==> src/rtl/key_conditioner_pkg.sv <==
// rtl/key_conditioner_pkg.sv - shared state encodings, defaults and helpers for the key conditioner
package key_conditioner_pkg;

    typedef enum logic [1:0] {
        KC_RELEASED    = 2'd0,
        KC_HELD_DELAY  = 2'd1,
        KC_HELD_REPEAT = 2'd2
    } kc_state_e;

    // Raw keys are active-low, so an idle (released) key reads as 1.
    localparam logic KC_KEY_IDLE = 1'b1;

    localparam int KC_DEF_N_KEYS          = 2;
    localparam int KC_DEF_DEBOUNCE_CYCLES = 4;
    localparam int KC_DEF_REPEAT_EN       = 1;
    localparam int KC_DEF_REPEAT_DELAY    = 8;
    localparam int KC_DEF_REPEAT_PERIOD   = 3;

    function automatic int kc_max(input int a, input int b);
        return (a > b) ? a : b;
    endfunction

endpackage

==> src/rtl/key_debounce.sv <==
// rtl/key_debounce.sv - one key channel: synchronizer, debounce filter, press detect and auto-repeat
module key_debounce
    import key_conditioner_pkg::*;
#(
    parameter int DEBOUNCE_CYCLES = KC_DEF_DEBOUNCE_CYCLES,
    parameter int REPEAT_EN       = KC_DEF_REPEAT_EN,
    parameter int REPEAT_DELAY    = KC_DEF_REPEAT_DELAY,
    parameter int REPEAT_PERIOD   = KC_DEF_REPEAT_PERIOD
) (
    input  logic clk,
    input  logic rst,
    input  logic key_n,
    output logic key_level,
    output logic press_pulse
);

    localparam int CNT_W  = $clog2(DEBOUNCE_CYCLES + 1);
    localparam int RCNT_W = $clog2(kc_max(REPEAT_DELAY, REPEAT_PERIOD) + 1);

    localparam logic [CNT_W-1:0]  CNT_LAST    = CNT_W'(DEBOUNCE_CYCLES - 1);
    localparam logic [RCNT_W-1:0] DELAY_LAST  = RCNT_W'(REPEAT_DELAY - 1);
    localparam logic [RCNT_W-1:0] PERIOD_LAST = RCNT_W'(REPEAT_PERIOD - 1);

    logic              s1;
    logic              s2;
    logic              deb_n;
    logic [CNT_W-1:0]  cnt;
    logic              flip;
    logic              press_evt;
    logic              release_evt;

    kc_state_e         state;
    kc_state_e         state_d;
    logic [RCNT_W-1:0] rcnt;
    logic [RCNT_W-1:0] rcnt_d;
    logic              pulse_d;

    always_ff @(posedge clk or posedge rst) begin
        if (rst) begin
            s1 <= KC_KEY_IDLE;
            s2 <= KC_KEY_IDLE;
        end else begin
            s1 <= key_n;
            s2 <= s1;
        end
    end

    // The flip fires on the DEBOUNCE_CYCLES-th consecutive differing sample, so the
    // FSM sees the accepted edge in the same cycle the debounced state updates.
    assign flip        = (s2 != deb_n) && (cnt == CNT_LAST);
    assign press_evt   = flip && !s2;
    assign release_evt = flip && s2;

    always_ff @(posedge clk or posedge rst) begin
        if (rst) begin
            deb_n <= KC_KEY_IDLE;
            cnt   <= '0;
        end else if (s2 == deb_n) begin
            cnt <= '0;
        end else if (flip) begin
            deb_n <= s2;
            cnt   <= '0;
        end else begin
            cnt <= cnt + CNT_W'(1);
        end
    end

    assign key_level = ~deb_n;

    always_ff @(posedge clk or posedge rst) begin
        if (rst) begin
            state       <= KC_RELEASED;
            rcnt        <= '0;
            press_pulse <= 1'b0;
        end else begin
            state       <= state_d;
            rcnt        <= rcnt_d;
            press_pulse <= pulse_d;
        end
    end

    // Release is checked before any repeat so a release wins a same-cycle repeat.
    always_comb begin
        state_d = state;
        rcnt_d  = rcnt;
        pulse_d = 1'b0;
        unique case (state)
            KC_RELEASED: begin
                if (press_evt) begin
                    state_d = KC_HELD_DELAY;
                    rcnt_d  = '0;
                    pulse_d = 1'b1;
                end
            end
            KC_HELD_DELAY: begin
                if (release_evt) begin
                    state_d = KC_RELEASED;
                    rcnt_d  = '0;
                end else if (REPEAT_EN != 0) begin
                    if (rcnt == DELAY_LAST) begin
                        state_d = KC_HELD_REPEAT;
                        rcnt_d  = '0;
                        pulse_d = 1'b1;
                    end else begin
                        rcnt_d = rcnt + RCNT_W'(1);
                    end
                end
            end
            KC_HELD_REPEAT: begin
                if (release_evt) begin
                    state_d = KC_RELEASED;
                    rcnt_d  = '0;
                end else if (rcnt == PERIOD_LAST) begin
                    rcnt_d  = '0;
                    pulse_d = 1'b1;
                end else begin
                    rcnt_d = rcnt + RCNT_W'(1);
                end
            end
            default: begin
                state_d = KC_RELEASED;
                rcnt_d  = '0;
            end
        endcase
    end

endmodule

==> src/rtl/key_conditioner.sv <==
// rtl/key_conditioner.sv - push-button front end: N_KEYS independent debounced press/repeat channels
module key_conditioner
    import key_conditioner_pkg::*;
#(
    parameter int N_KEYS          = KC_DEF_N_KEYS,
    parameter int DEBOUNCE_CYCLES = KC_DEF_DEBOUNCE_CYCLES,
    parameter int REPEAT_EN       = KC_DEF_REPEAT_EN,
    parameter int REPEAT_DELAY    = KC_DEF_REPEAT_DELAY,
    parameter int REPEAT_PERIOD   = KC_DEF_REPEAT_PERIOD
) (
    input  logic              clk,
    input  logic              rst,
    input  logic [N_KEYS-1:0] key_n,
    output logic [N_KEYS-1:0] key_level,
    output logic [N_KEYS-1:0] press_pulse
);

    for (genvar i = 0; i < N_KEYS; i++) begin : g_key
        key_debounce #(
            .DEBOUNCE_CYCLES (DEBOUNCE_CYCLES),
            .REPEAT_EN       (REPEAT_EN),
            .REPEAT_DELAY    (REPEAT_DELAY),
            .REPEAT_PERIOD   (REPEAT_PERIOD)
        ) u_deb (
            .clk         (clk),
            .rst         (rst),
            .key_n       (key_n[i]),
            .key_level   (key_level[i]),
            .press_pulse (press_pulse[i])
        );
    end

endmodule
==> config.mk <==
export PLATFORM = sky130hd
export DESIGN_NAME = key_conditioner
export DESIGN_NICKNAME = d
export VERILOG_FILES = /design/src/rtl/key_conditioner_pkg.sv /design/src/rtl/key_debounce.sv /design/src/rtl/key_conditioner.sv
export SDC_FILE = /design/constraint.sdc
export NUM_CORES = 1
export LEC_CHECK = 0
export ABC_AREA = 1
export BUFFER_PORTS_ARGS = -buffer_cell sky130_fd_sc_hd__buf_2
export CAP_MARGIN = 20
export CORE_ASPECT_RATIO = 0.6
export CORE_MARGIN = 4
export CORE_UTILIZATION = 40
export CTS_BUF_LIST = sky130_fd_sc_hd__clkbuf_4
export CTS_CLUSTER_SIZE = 14
export DETAILED_ROUTE_END_ITERATION = 7
export GPL_TIMING_DRIVEN = 0
export PLACE_DENSITY = 0.59
export SYNTH_ARGS = -nofsm -noshare
export SYNTH_HDL_FRONTEND = slang
export SYNTH_SLANG_ARGS = --single-unit
==> constraint.sdc <==
create_clock -name clk -period 2.6 [get_ports clk]
set_input_delay 0.26 -clock clk [delete_from_list [all_inputs] [get_ports clk]]
set_output_delay 0.26 -clock clk [all_outputs]
set_load 0.05 [all_outputs]
==> results.md <==
- First-pass GRT wire length: 4.97 mm
- # port buffers: 7
- Die Ht: 55.3 um
- Area added between synthesis and finish: 13.5%
- Syn_nets: 192
- Number of buffers between clock root and the deepest sink: 2
- Number of H-tree levels: 1
- First drt pass iteration count: 5
- Power per Cell Area: 946 mW/mm^2
- GP Congestion: 0.818
- Post-CTS setup buffers: 0
- Ratio of final minimum period to clock period: 0.588
- Arrival time at the worst endpoint: 1.27 ns
- Setup violators final: 0
- Drt drc: 0
- HPWL Detailed: 2.11 mm
- Sinks on Clock Net: 26
- Post-layout min period: 1.53 ns
- Total standard cell area after synthesis: 0.00149 sq mm
- CTS tree: yes
- Die span in x: 86.8 um
- Initial antenna violation count: 0
- Maximum fanout count along the critical path: 3
- Worst rel slew slack: 0.797
- Final count of hold timing violations: 0
- Worst hold-check path type: in2async
- Largest net degree at the start of global routing: 27
- Vias in the first global route: 1,089
- Top layer used by detailed routing: met4
- Number of primary I/O pins: 8
- Post-route core utilization: 0.497
- Fmax achieved: 654 MHz
- Number of pins with negative max-slew slack in the final report: 0
- CTS Hold Buffers Added: 0
- CP required: 2.34 ns
- Die outline area: 0.00480 sq mm
- Area of all placed cells without fillers: 0.00169 sq mm
- Fraction of final layout cells with drive strength greater than 1: 0.222
- Effective utilization at floorplan: 0.438
- Antenna diodes: 0
- Result of the run: finished, final reports clean
- Met2 routed wirelength: 1.18 mm
- Via/cell ratio: 4.76
- Cell taking the most area after synthesis: sky130_fd_sc_hd__dfrtp_1
- Area inside the core boundary: 0.00340 sq mm
- Critical Path Source Type: flop
- Share of the yosys chip area belonging to registers: 0.442
- Number of routed nets with antenna violations: 0
- Post-synthesis register bit count: 26
- Global Route Usage Sum: 0.128
- Leading cell type in the layout, fill and taps excluded: sky130_fd_sc_hd__nand2_1
- Synth Area per Inst: 8.56 sq um
- Std cell rows: 16
- Wire length the detailed router placed on met1: 1.31 mm
- Least-Margin Pin Slew: 0.305 ns
- Filler instances: 334
- Max-cap violations: 0
- Top-area cell type share of the netlist area: 0.336
- R2R setup slack: 1.15 ns
- Post-synth cell types: 23
- Most frequent cells in the layout: 38 x sky130_fd_sc_hd__nand2_1, 21 x sky130_fd_sc_hd__inv_1, 20 x sky130_fd_sc_hd__dfrtp_1
- Total cell area at the placement stage: 0.00158 sq mm
- Gate count of the mapped netlist: 174
- 1st-iter DRT viols: 40
- Worst setup path class: reg2out
- Clock buffer count from CTS: 3
- Unrepaired setup endpoints after global routing: false
- Number of synthesis warnings: 0
- Met3 wire len: 176 um
- Critical Path End Type: output pin
- Residual overflow from global routing: 0
- Post-Route Skew: 0.00183 ns
- P_leak: 0.000863 uW
- VDD IR max: 0.395 mV
- Clock transition time at the flip-flop clock pins of the worst setup and hold paths: 0.13 ns
- Number of nets in the finished design: 208
- Buffer cell driving the clock tree root: sky130_fd_sc_hd__clkbuf_4
- Total number of vias: 1,115
- Ranking of synthesized cells by area: sky130_fd_sc_hd__dfrtp_1 34%, sky130_fd_sc_hd__ha_1 12%, sky130_fd_sc_hd__dfstp_2 11%
- Routed length per placed instance: 11.5 um
- Total Neg Setup Slack: 0 ns
- Post-CTS resize count: 0
- Drt total wl: 2.69 mm
- Clock Latency Late Sink: 0.32 ns
==> metrics by stage <==
stage	power, uW	std cells	setup slack (ns)	hold slack [ns]
after floorplan	1160	174	1.39	0.264
after global placement	1280	226	1.28	0.346
after detailed placement	1330	226	1.21	0.347
after CTS	1610	230	1.05	0.00220
after global routing	1750	234	0.973	0.309
final	1600	234	1.07	0.338
==> cell type report <==
type	count	area, sq um	share of cell area
buffer	4	30.0	0.0178
clock buffer	3	22.5	0.0133
clock inverter	1	30.0	0.0178
inverter	25	93.8	0.0555
multi-input combinational	119	708	0.419
sequential	26	658	0.389
tap	45	56.3	0.0333
timing repair buffer	11	92.6	0.0547
==> Yosys cell counts (all sizes together) <==
cell / instances
nor2: 24
nand3: 13
a21boi: 1
dfstp: 6
o21a: 1
xor2: 2
nand2: 46
ha: 14
buf: 4
dfrtp: 20
a21oi: 4
nor3: 2
inv: 25
o21ai: 8
nand4: 4
==> sequential cells by signal, summed over array words and instances, names as in the netlist <==
name and cells:
g_key.u_deb.deb_n 2, g_key.u_deb.press_pulse 2, g_key.u_deb.s1 2, g_key.u_deb.state 4, g_key.u_deb.rcnt 8, g_key.u_deb.s2 2
g_key.u_deb.cnt 6
==> where the power goes <==
group          leakage [uW]  total, uW  internal (uW)  switching (uW)
Clock             0.0000279        273            156             117
Combinational      0.000503        751            265             487
Sequential         0.000332        576            503            72.7
Total              0.000863       1600            924             676
==> worst paths after layout <==
check,cells past startpoint,end,from
max,3,key_level[1],g_key[1].u_deb.deb_n$_DFFE_PP1P_
min,3,g_key[1].u_deb.press_pulse$_DFF_PP0_,rst
max reg2reg,8,g_key[0].u_deb.rcnt[3]$_DFFE_PP0P_,g_key[0].u_deb.rcnt[0]$_DFFE_PP0P_
min reg2reg,0,g_key[0].u_deb.s2$_DFF_PP1_,g_key[0].u_deb.s1$_DFF_PP1_
max in group asynchronous,4,g_key[1].u_deb.s1$_DFF_PP1_,rst
min in group clk,0,g_key[0].u_deb.s2$_DFF_PP1_,g_key[0].u_deb.s1$_DFF_PP1_
==> worst max-delay path, stage by stage, from the launching register on <==
cell and delay (ns):
sky130_fd_sc_hd__dfstp_2 0.57, sky130_fd_sc_hd__inv_2 0.06, sky130_fd_sc_hd__buf_4 0.12, sky130_fd_sc_hd__buf_2 0.20
==> kinds of logic after synthesis <==
kind of cell / count (synthesis) / share of synthesized area
buf+inv: 29 / 0.0831
flops: 26 / 0.442
xor+xnor: 2 / 0.0118
compound gates: 14 / 0.0504
simple gates: 89 / 0.296
fa+ha+maj: 14 / 0.118
==> per-layer routing <==
metal | up-vias | global-route usage
met1 | 489 | 0.181
met3 | 8 | 0.0401
met2 | 43 | 0.194
met4 | 0 | 0.0244
li1 | 575 | -
met5 | - | 0
(Power assumes the default switching activity.)
